### src/rtl/fb_bus_writer.sv
// Framebuffer writer: converts RUN/CFG/FLIP commands into emulated 6502 write cycles of 2 clocks each.
// One command at a time; CmdReady is high only while idle, so senders wait for the whole command to finish.
module fb_bus_writer #(
  parameter int XMAX = 159,
  parameter int YMAX = 119
) (
  input  logic        Clock,
  input  logic        Reset,
  input  logic        CmdValid,
  output logic        CmdReady,
  input  logic [1:0]  CmdOp,
  input  logic [7:0]  CmdX,
  input  logic [6:0]  CmdY,
  input  logic [7:0]  CmdLen,
  input  logic [7:0]  CmdData,
  input  logic        VBlank,
  output logic [15:0] AddrPhys,
  output logic [7:0]  DataOut,
  output logic        CpuWe_n,
  output logic        CpuClock_n,
  output logic        Busy,
  output logic        Clipped,
  output logic [7:0]  CfgShadow
);

  localparam logic [8:0]  XMAX9    = 9'(XMAX);
  localparam logic [7:0]  XMAX8    = 8'(XMAX);
  localparam logic [6:0]  YMAX7    = 7'(YMAX);
  localparam logic [15:0] REG_ADDR = 16'h40A0;
  localparam logic [1:0]  OP_RUN   = 2'd0;
  localparam logic [1:0]  OP_CFG   = 2'd1;
  localparam logic [1:0]  OP_FLIP  = 2'd2;

  typedef enum logic [2:0] {
    IDLE, BANK_A, BANK_B, PIX_A, PIX_B, WAITVB, REG_A, REG_B
  } state_t;

  state_t      state;
  logic [7:0]  cur_x;
  logic [7:0]  end_x;
  logic [5:0]  row;
  logic [7:0]  pix_dat;
  logic        clip_pend;
  logic        vb_prev;

  // Sum kept at 9 bits so X+Len past 255 still registers as a clip.
  logic [8:0]  run_end;
  logic        run_clip;
  logic        run_drop;
  assign run_end  = {1'b0, CmdX} + {1'b0, CmdLen};
  assign run_clip = run_end > XMAX9;
  assign run_drop = (CmdY > YMAX7) || (CmdX > XMAX8);

  always_ff @(posedge Clock) begin
    if (Reset) begin
      state      <= IDLE;
      CmdReady   <= 1'b0;
      AddrPhys   <= '0;
      DataOut    <= '0;
      CpuWe_n    <= 1'b1;
      CpuClock_n <= 1'b1;
      Busy       <= 1'b0;
      Clipped    <= 1'b0;
      CfgShadow  <= '0;
      cur_x      <= '0;
      end_x      <= '0;
      row        <= '0;
      pix_dat    <= '0;
      clip_pend  <= 1'b0;
      vb_prev    <= 1'b0;
    end else begin
      vb_prev <= VBlank;
      Clipped <= 1'b0;
      case (state)
        IDLE: begin
          CmdReady <= 1'b1;
          if (CmdValid && CmdReady) begin
            case (CmdOp)
              OP_RUN: begin
                if (run_drop) begin
                  Clipped <= 1'b1;
                end else begin
                  row        <= CmdY[5:0];
                  cur_x      <= CmdX;
                  pix_dat    <= CmdData;
                  clip_pend  <= run_clip;
                  end_x      <= run_clip ? XMAX8 : run_end[7:0];
                  CmdReady   <= 1'b0;
                  Busy       <= 1'b1;
                  CpuWe_n    <= 1'b0;
                  CpuClock_n <= 1'b1;
                  // Bank bit lives in the config register, so switch it before any pixel lands.
                  if (CmdY[6] != CfgShadow[1]) begin
                    state    <= BANK_A;
                    AddrPhys <= REG_ADDR;
                    DataOut  <= {CfgShadow[7:2], CmdY[6], CfgShadow[0]};
                  end else begin
                    state    <= PIX_A;
                    AddrPhys <= {2'b01, CmdY[5:0], CmdX};
                    DataOut  <= CmdData;
                  end
                end
              end
              OP_CFG: begin
                state      <= REG_A;
                CmdReady   <= 1'b0;
                Busy       <= 1'b1;
                AddrPhys   <= REG_ADDR;
                DataOut    <= CmdData;
                CpuWe_n    <= 1'b0;
                CpuClock_n <= 1'b1;
              end
              OP_FLIP: begin
                state    <= WAITVB;
                CmdReady <= 1'b0;
                Busy     <= 1'b1;
              end
              default: ;
            endcase
          end
        end
        BANK_A: begin
          state      <= BANK_B;
          CpuClock_n <= 1'b0;
        end
        BANK_B: begin
          CfgShadow  <= DataOut;
          state      <= PIX_A;
          AddrPhys   <= {2'b01, row, cur_x};
          DataOut    <= pix_dat;
          CpuClock_n <= 1'b1;
        end
        PIX_A: begin
          state      <= PIX_B;
          CpuClock_n <= 1'b0;
        end
        PIX_B: begin
          CpuClock_n <= 1'b1;
          if (cur_x == end_x) begin
            state    <= IDLE;
            CpuWe_n  <= 1'b1;
            Busy     <= 1'b0;
            CmdReady <= 1'b1;
            Clipped  <= clip_pend;
          end else begin
            state    <= PIX_A;
            cur_x    <= cur_x + 8'd1;
            AddrPhys <= {2'b01, row, cur_x + 8'd1};
          end
        end
        WAITVB: begin
          if (VBlank && !vb_prev) begin
            state      <= REG_A;
            AddrPhys   <= REG_ADDR;
            DataOut    <= CfgShadow ^ 8'h01;
            CpuWe_n    <= 1'b0;
            CpuClock_n <= 1'b1;
          end
        end
        REG_A: begin
          state      <= REG_B;
          CpuClock_n <= 1'b0;
        end
        REG_B: begin
          CfgShadow  <= DataOut;
          state      <= IDLE;
          CpuClock_n <= 1'b1;
          CpuWe_n    <= 1'b1;
          Busy       <= 1'b0;
          CmdReady   <= 1'b1;
        end
        default: state <= IDLE;
      endcase
    end
  end

endmodule

### config.mk
export PLATFORM = sky130hd
export DESIGN_NAME = fb_bus_writer
export DESIGN_NICKNAME = d
export VERILOG_FILES = /design/src/rtl/fb_bus_writer.sv
export SDC_FILE = /design/constraint.sdc
export NUM_CORES = 1
export LEC_CHECK = 0
export CAP_MARGIN = 20
export CORE_AREA = 5 5 110 81
export DETAILED_ROUTE_END_ITERATION = 10
export DIE_AREA = 0 0 115 86
export PLACE_DENSITY = 0.86
export RECOVER_POWER = 100
export SLEW_MARGIN = 25
export SYNTH_ARGS = -nofsm -noshare
export SYNTH_HDL_FRONTEND = slang
export SYNTH_SLANG_ARGS = --single-unit
### constraint.sdc
create_clock -name Clock -period 3.3 [get_ports Clock]
set_input_delay 0.66 -clock Clock [delete_from_list [all_inputs] [get_ports Clock]]
set_output_delay 0.66 -clock Clock [all_outputs]
set_load 0.02 [all_outputs]
* After elaboration in Yosys (flattened, before gate mapping)
Index checks and enable logic that the tools add are counted. Widths: inputs -> output; s select.
Word-level totals: register bits after elaboration 72, bits of input ports 37, word-level logic and storage cells 116
Cells by class: $add $sub $neg 2, magnitude comparators 3, equality and inequality tests 21, mux-type cells 49, bitwise operators 2, reductions and logical operators 24
Operator list (number):
- $mux 8 | 9
- $mux 16 | 4
- $pmux 16 s4 | 1
- $pmux 16 s2 | 1
- $pmux 8 s2 | 2
- $pmux 3 s8 | 1
- $pmux 8 s3 | 1
- $reduce_and 5->1 | 3
- $mux 1 | 14
- $mux 14 | 1
- $eq 3x3->1 const B | 4
- $reduce_and 4->1 | 3
- $reduce_and 6->1 | 2
- $ne 2x2->1 const B | 5
- $pmux 1 s2 | 5
- $add 8x8->9 | 1
- $gt 9x8->1 const B | 1
- $mux 3 | 3
- $pmux 3 s3 | 1
- $add 8x1->8 const B | 1
- $eq 8x8->1 | 1
- $gt 8x8->1 const B | 1
- $pmux 1 s4 | 2
- $reduce_bool 4->1 | 2
- other kinds (24) | 32

* Longest topological paths before layout
Gate-level depths: netlist (run 1).
word-level depth 6, depth in mapped cells 10

* Worst setup path before layout (run 1)
No wires, ideal clock.
path kind in2reg, start point input CmdX[0], end point register end_x[2], library setup time 0.139 ns, arrival time 2.439 ns, slack 0.722 ns, stages 8, cells stage by stage ha_1 fa_1 a211oi_1 o21ai_0 and2_1 a211o_1 a31oi_1 a211oi_1
On the way: cells in the longest elaborated chain, start to end 4, elaborated cells between the ends (all ways) 7, those cells by class add/sub: 1; order compare: 2; mux: 1; bitwise: 1; reduce/logical: 2
Ends and longest elaborated chain:
- from (decl) | RTL line 12 | input logic [7:0] CmdX,
- branches (longest 4 deep; another with $add 8x8->9)
- to (signal assigned) | RTL line 87 | end_x <= run_clip ? XMAX8 : run_end[7:0];
- to (decl) | RTL line 40 | logic [7:0] end_x;
Several ways; the timed one is not identified. A chain may end at the register's enable or synchronous reset.

* Worst setup path in the final report (run 1)
start point input CmdX[0], end point register end_x[4]
The elaborated chain is that of the path after synthesis.

==> results of run 1 <==
## power by group through the flow
stage / clock network, mW / logic, mW / registers, mW
CTS: 0.793 / 1.82 / 1.17
finish: 0.779 / 1.76 / 1.17
floorplan: 0 / 1.24 / 1.23
global route: 0.828 / 1.93 / 1.19
detailed placement: 0 / 1.80 / 1.19
global placement: 0 / 1.75 / 1.18
## metrics by stage
stage          total power, mW  hold WS, ns  worst slack (ns)  instances
6_report                 3.707       0.4595            0.2195        658
5_1_grt                  3.942       0.4902            0.1313        658
4_1_cts                  3.783       0.4641            0.3927        658
3_5_place_dp             2.986       0.4482           0.07484        642
3_3_place_gp             2.923       0.4407            0.1529        642
2_1_floorplan            2.475       0.4332            0.7221        487
## kinds of logic after synthesis
kind of cell             count (synthesis)
AND/OR/NAND/NOR                        194
AO/OA/AOI/OAI                          139
flip-flops                              71
buffers and inverters                   44
adder cells (fa/ha/maj)                 13
XOR/XNOR                                13
multiplexers                            12
other                                    1
## Yosys cell counts, drive strengths merged (2+ instances only)
library cell  count
a22oi             2
nor2             66
nor4              5
a22o              2
a211oi           19
clkbuf           10
nor3             15
a31oi             7
a221oi            8
xnor2             2
nand2            63
a222oi            7
o21bai            2
o21ai            27
xor2             11
o211ai            2
and2              9
a21oi            39
inv              13
ha               12
a311oi            2
nand3b            3
buf              21
nand2b            3
a21o              8
mux2i            11
nand3             7
a211o             2
nor2b             2
dfxtp            71
or2               3
nand4             5
and4              2
and3              3
or3               4
## final cells by class
cell class / instances / area (sq um) / share of cell area (%)
multi-input combinational: 372 / 2296 / 46.80
inverter: 13 / 48.80 / 0.9946
sequential: 71 / 1421 / 28.97
clock inverter: 5 / 81.33 / 1.658
clock buffer: 11 / 141.4 / 2.882
timing repair buffer: 85 / 790.8 / 16.12
tap: 101 / 126.4 / 2.576
## flip-flops by register name, summed over array words and instances, names as in the netlist
| name | flops |
|---|---|
| AddrPhys | 15 |
| Busy | 1 |
| CfgShadow | 8 |
| Clipped | 1 |
| CmdReady | 1 |
| CpuClock_n | 1 |
| CpuWe_n | 1 |
| DataOut | 8 |
| clip_pend | 1 |
| cur_x | 8 |
| end_x | 8 |
| pix_dat | 8 |
| row | 6 |
| state | 3 |
| vb_prev | 1 |
## final timing paths
check | slack [ns] | endpoint | depth (start not counted) | startpoint
min reg2reg | 0.46 | CpuWe_n | 1 | CpuWe_n
min | 0.46 | CpuWe_n | 1 | CpuWe_n
max | 0.22 | end_x[4] | 10 | CmdX[0]
max reg2reg | 0.45 | CfgShadow[2] | 4 | state[0]
## metal layers
layer | up-vias | share of wire [%] | track usage (%)
li1 | 1886 | - | -
met1 | 1847 | 42 | 29.77
met2 | 211 | 46 | 36.08
met3 | 40 | 8.7 | 5.994
met4 | 0 | 2.9 | 10.55
met5 | - | 0 | 0
## cell usage in the layout (no fill, tap or decap), types with 7 or more instances in the layout
cell,n
clkdlybuf4s50_1,34
ha_1,12
dlygate4sd3_1,37
a222oi_1,7
mux2i_1,11
nor2_1,66
a31oi_1,7
nand3_1,7
nor3_1,13
a221oi_1,8
nand2_1,62
a211oi_1,18
o21ai_0,25
a21oi_1,39
xor2_1,10
clkbuf_8,10
dfxtp_1,71
a21o_1,8
inv_1,13
==> run metrics, run 1 <==
CTS tree yes; largest net degree at the start of global routing 40; # DRC 0; Cell Chain, Critical Path clkdlybuf4s50_1 -> ha_1 -> fa_1 -> a211oi_1 -> o21ai_0 -> and2_0 -> a211o_1 -> a31oi_1 -> buf_4 -> a211oi_1; switching power 1.559 mW; ys flop type dfxtp_1; failing checks capacitance limit, slew limit; initial drt markers 405; critical path capture point type flip-flop; Post-synth EDFFs 0; Max-Cap Viols 1; clock root buffer clkbuf_8; minimum clock period 3.080 ns; complex-gate fraction of the synthesized area 23.75%; starting density of the core 51.30%; Core Rows 27; Crit path required time 3.47 ns; fin area 4906 sq um; routability cong. 0.8911; Vias/cell 6.055; Worst Path Arrival 3.25 ns; Worst IR Drop VDD 0.4463 mV; H-tree depth 3; DR WL/cell 17.17 um; share of power burned in registers 31.5%; CP startpoint kind primary input; PortBufs 72; most used cell, CP a211oi_1; core box area 7702 sq um; main combinational cell family by area after synthesis simple AND/OR/NAND/NOR gates; final hold vios 0; PwrDens 755.5 nW/um^2; CP delay by family, top compound AO/OA/AOI/OAI gates; Final HPWL DP 8144 um; post-synthesis mux area share 3.072%; combinational power share 47.5%; Mapped Cells 487; via count 3,984; Cell Area, Synth 3951 sq um; Die Span X 115 um; Buf/Inv on CP 2; first-pass GRT wire length 18,430 um; I/O pin count 74; worst-path maximum fanout 5; CTS Sinks 71; DRT Pass-1 Iters 5; post-synthesis register bit count 71; Routed WL 11,300 um; Sum Neg Setup Slack 0 ns; fmax 324.6 MHz; Setup Buffers After CTS 0; Int Pwr 2.147 mW; number of global-route vias before repair 3,840; hold_buf cts 0; # setup viols final 0; Max Buffers Root-to-Sink 2; slowest cell delay on critical path 0.46 ns; Post-Syn Nets 537; post-cts sizing count 0; Die Y 86 um; worst-case headroom to the max-slew limit -17.54%; Post-Synth XOR/XNOR Area 3.072%; remaining antenna violation count 0; register area share after synthesis 35.97%; switching share of power 42.06%; type of the worst min-delay path flip-flop to flip-flop; final-layout fill cell count 653; syn_area_per_cell 8.114 sq um; Total GRT Usage 23.05%; slew of the pin with the lowest slew margin 1.745 ns; GRT overflow 0; fin nets 602; simple-gate share of the synthesized area 24.03%; Synth top area share 35.97%; Area Overhead vs Synth 24.16%; status finished with violations; layout cells sized above 1 7.361%; Slowest-stage cell, CP clkdlybuf4s50_1; Area contributors post-synth dfxtp_1 (36%), nor2_1 (6.3%), nand2_1 (5.9%), a21oi_1 (4.9%), ha_1 (3.8%); dpl cell area 4715 sq um; crit path kind primary input to flip-flop; Lkg Pwr 2.010 nW; Skew-Pair Late Insertion Delay 0.35 ns; clk slew on worst S/H paths 0.07 ns; TritonCTS Buffers 9; ant diodes 0; clk_skew 0.008498 ns; Final Slew Violations 10; area leader, netlist dfxtp_1; full die area 9890 sq um; Final Cycle Share 93.35%; Clk pwr share 21.0%; Synth Area in Adders 4.307%; yosys warns 0; Unique masters post-synth 70; post-synthesis async set-or-reset flop share 0%; RSZ-0062 raised after global routing false; initial antenna violation count 0; fin util 63.69%
No activity file was read; power rests on OpenSTA's default activity.
==> run 2, diff against run 1 <==
- CAP_MARGIN: 20 -> default
==> results of run 2 <==
No change in the layout: final DEF, timing and power equal those of run 1.
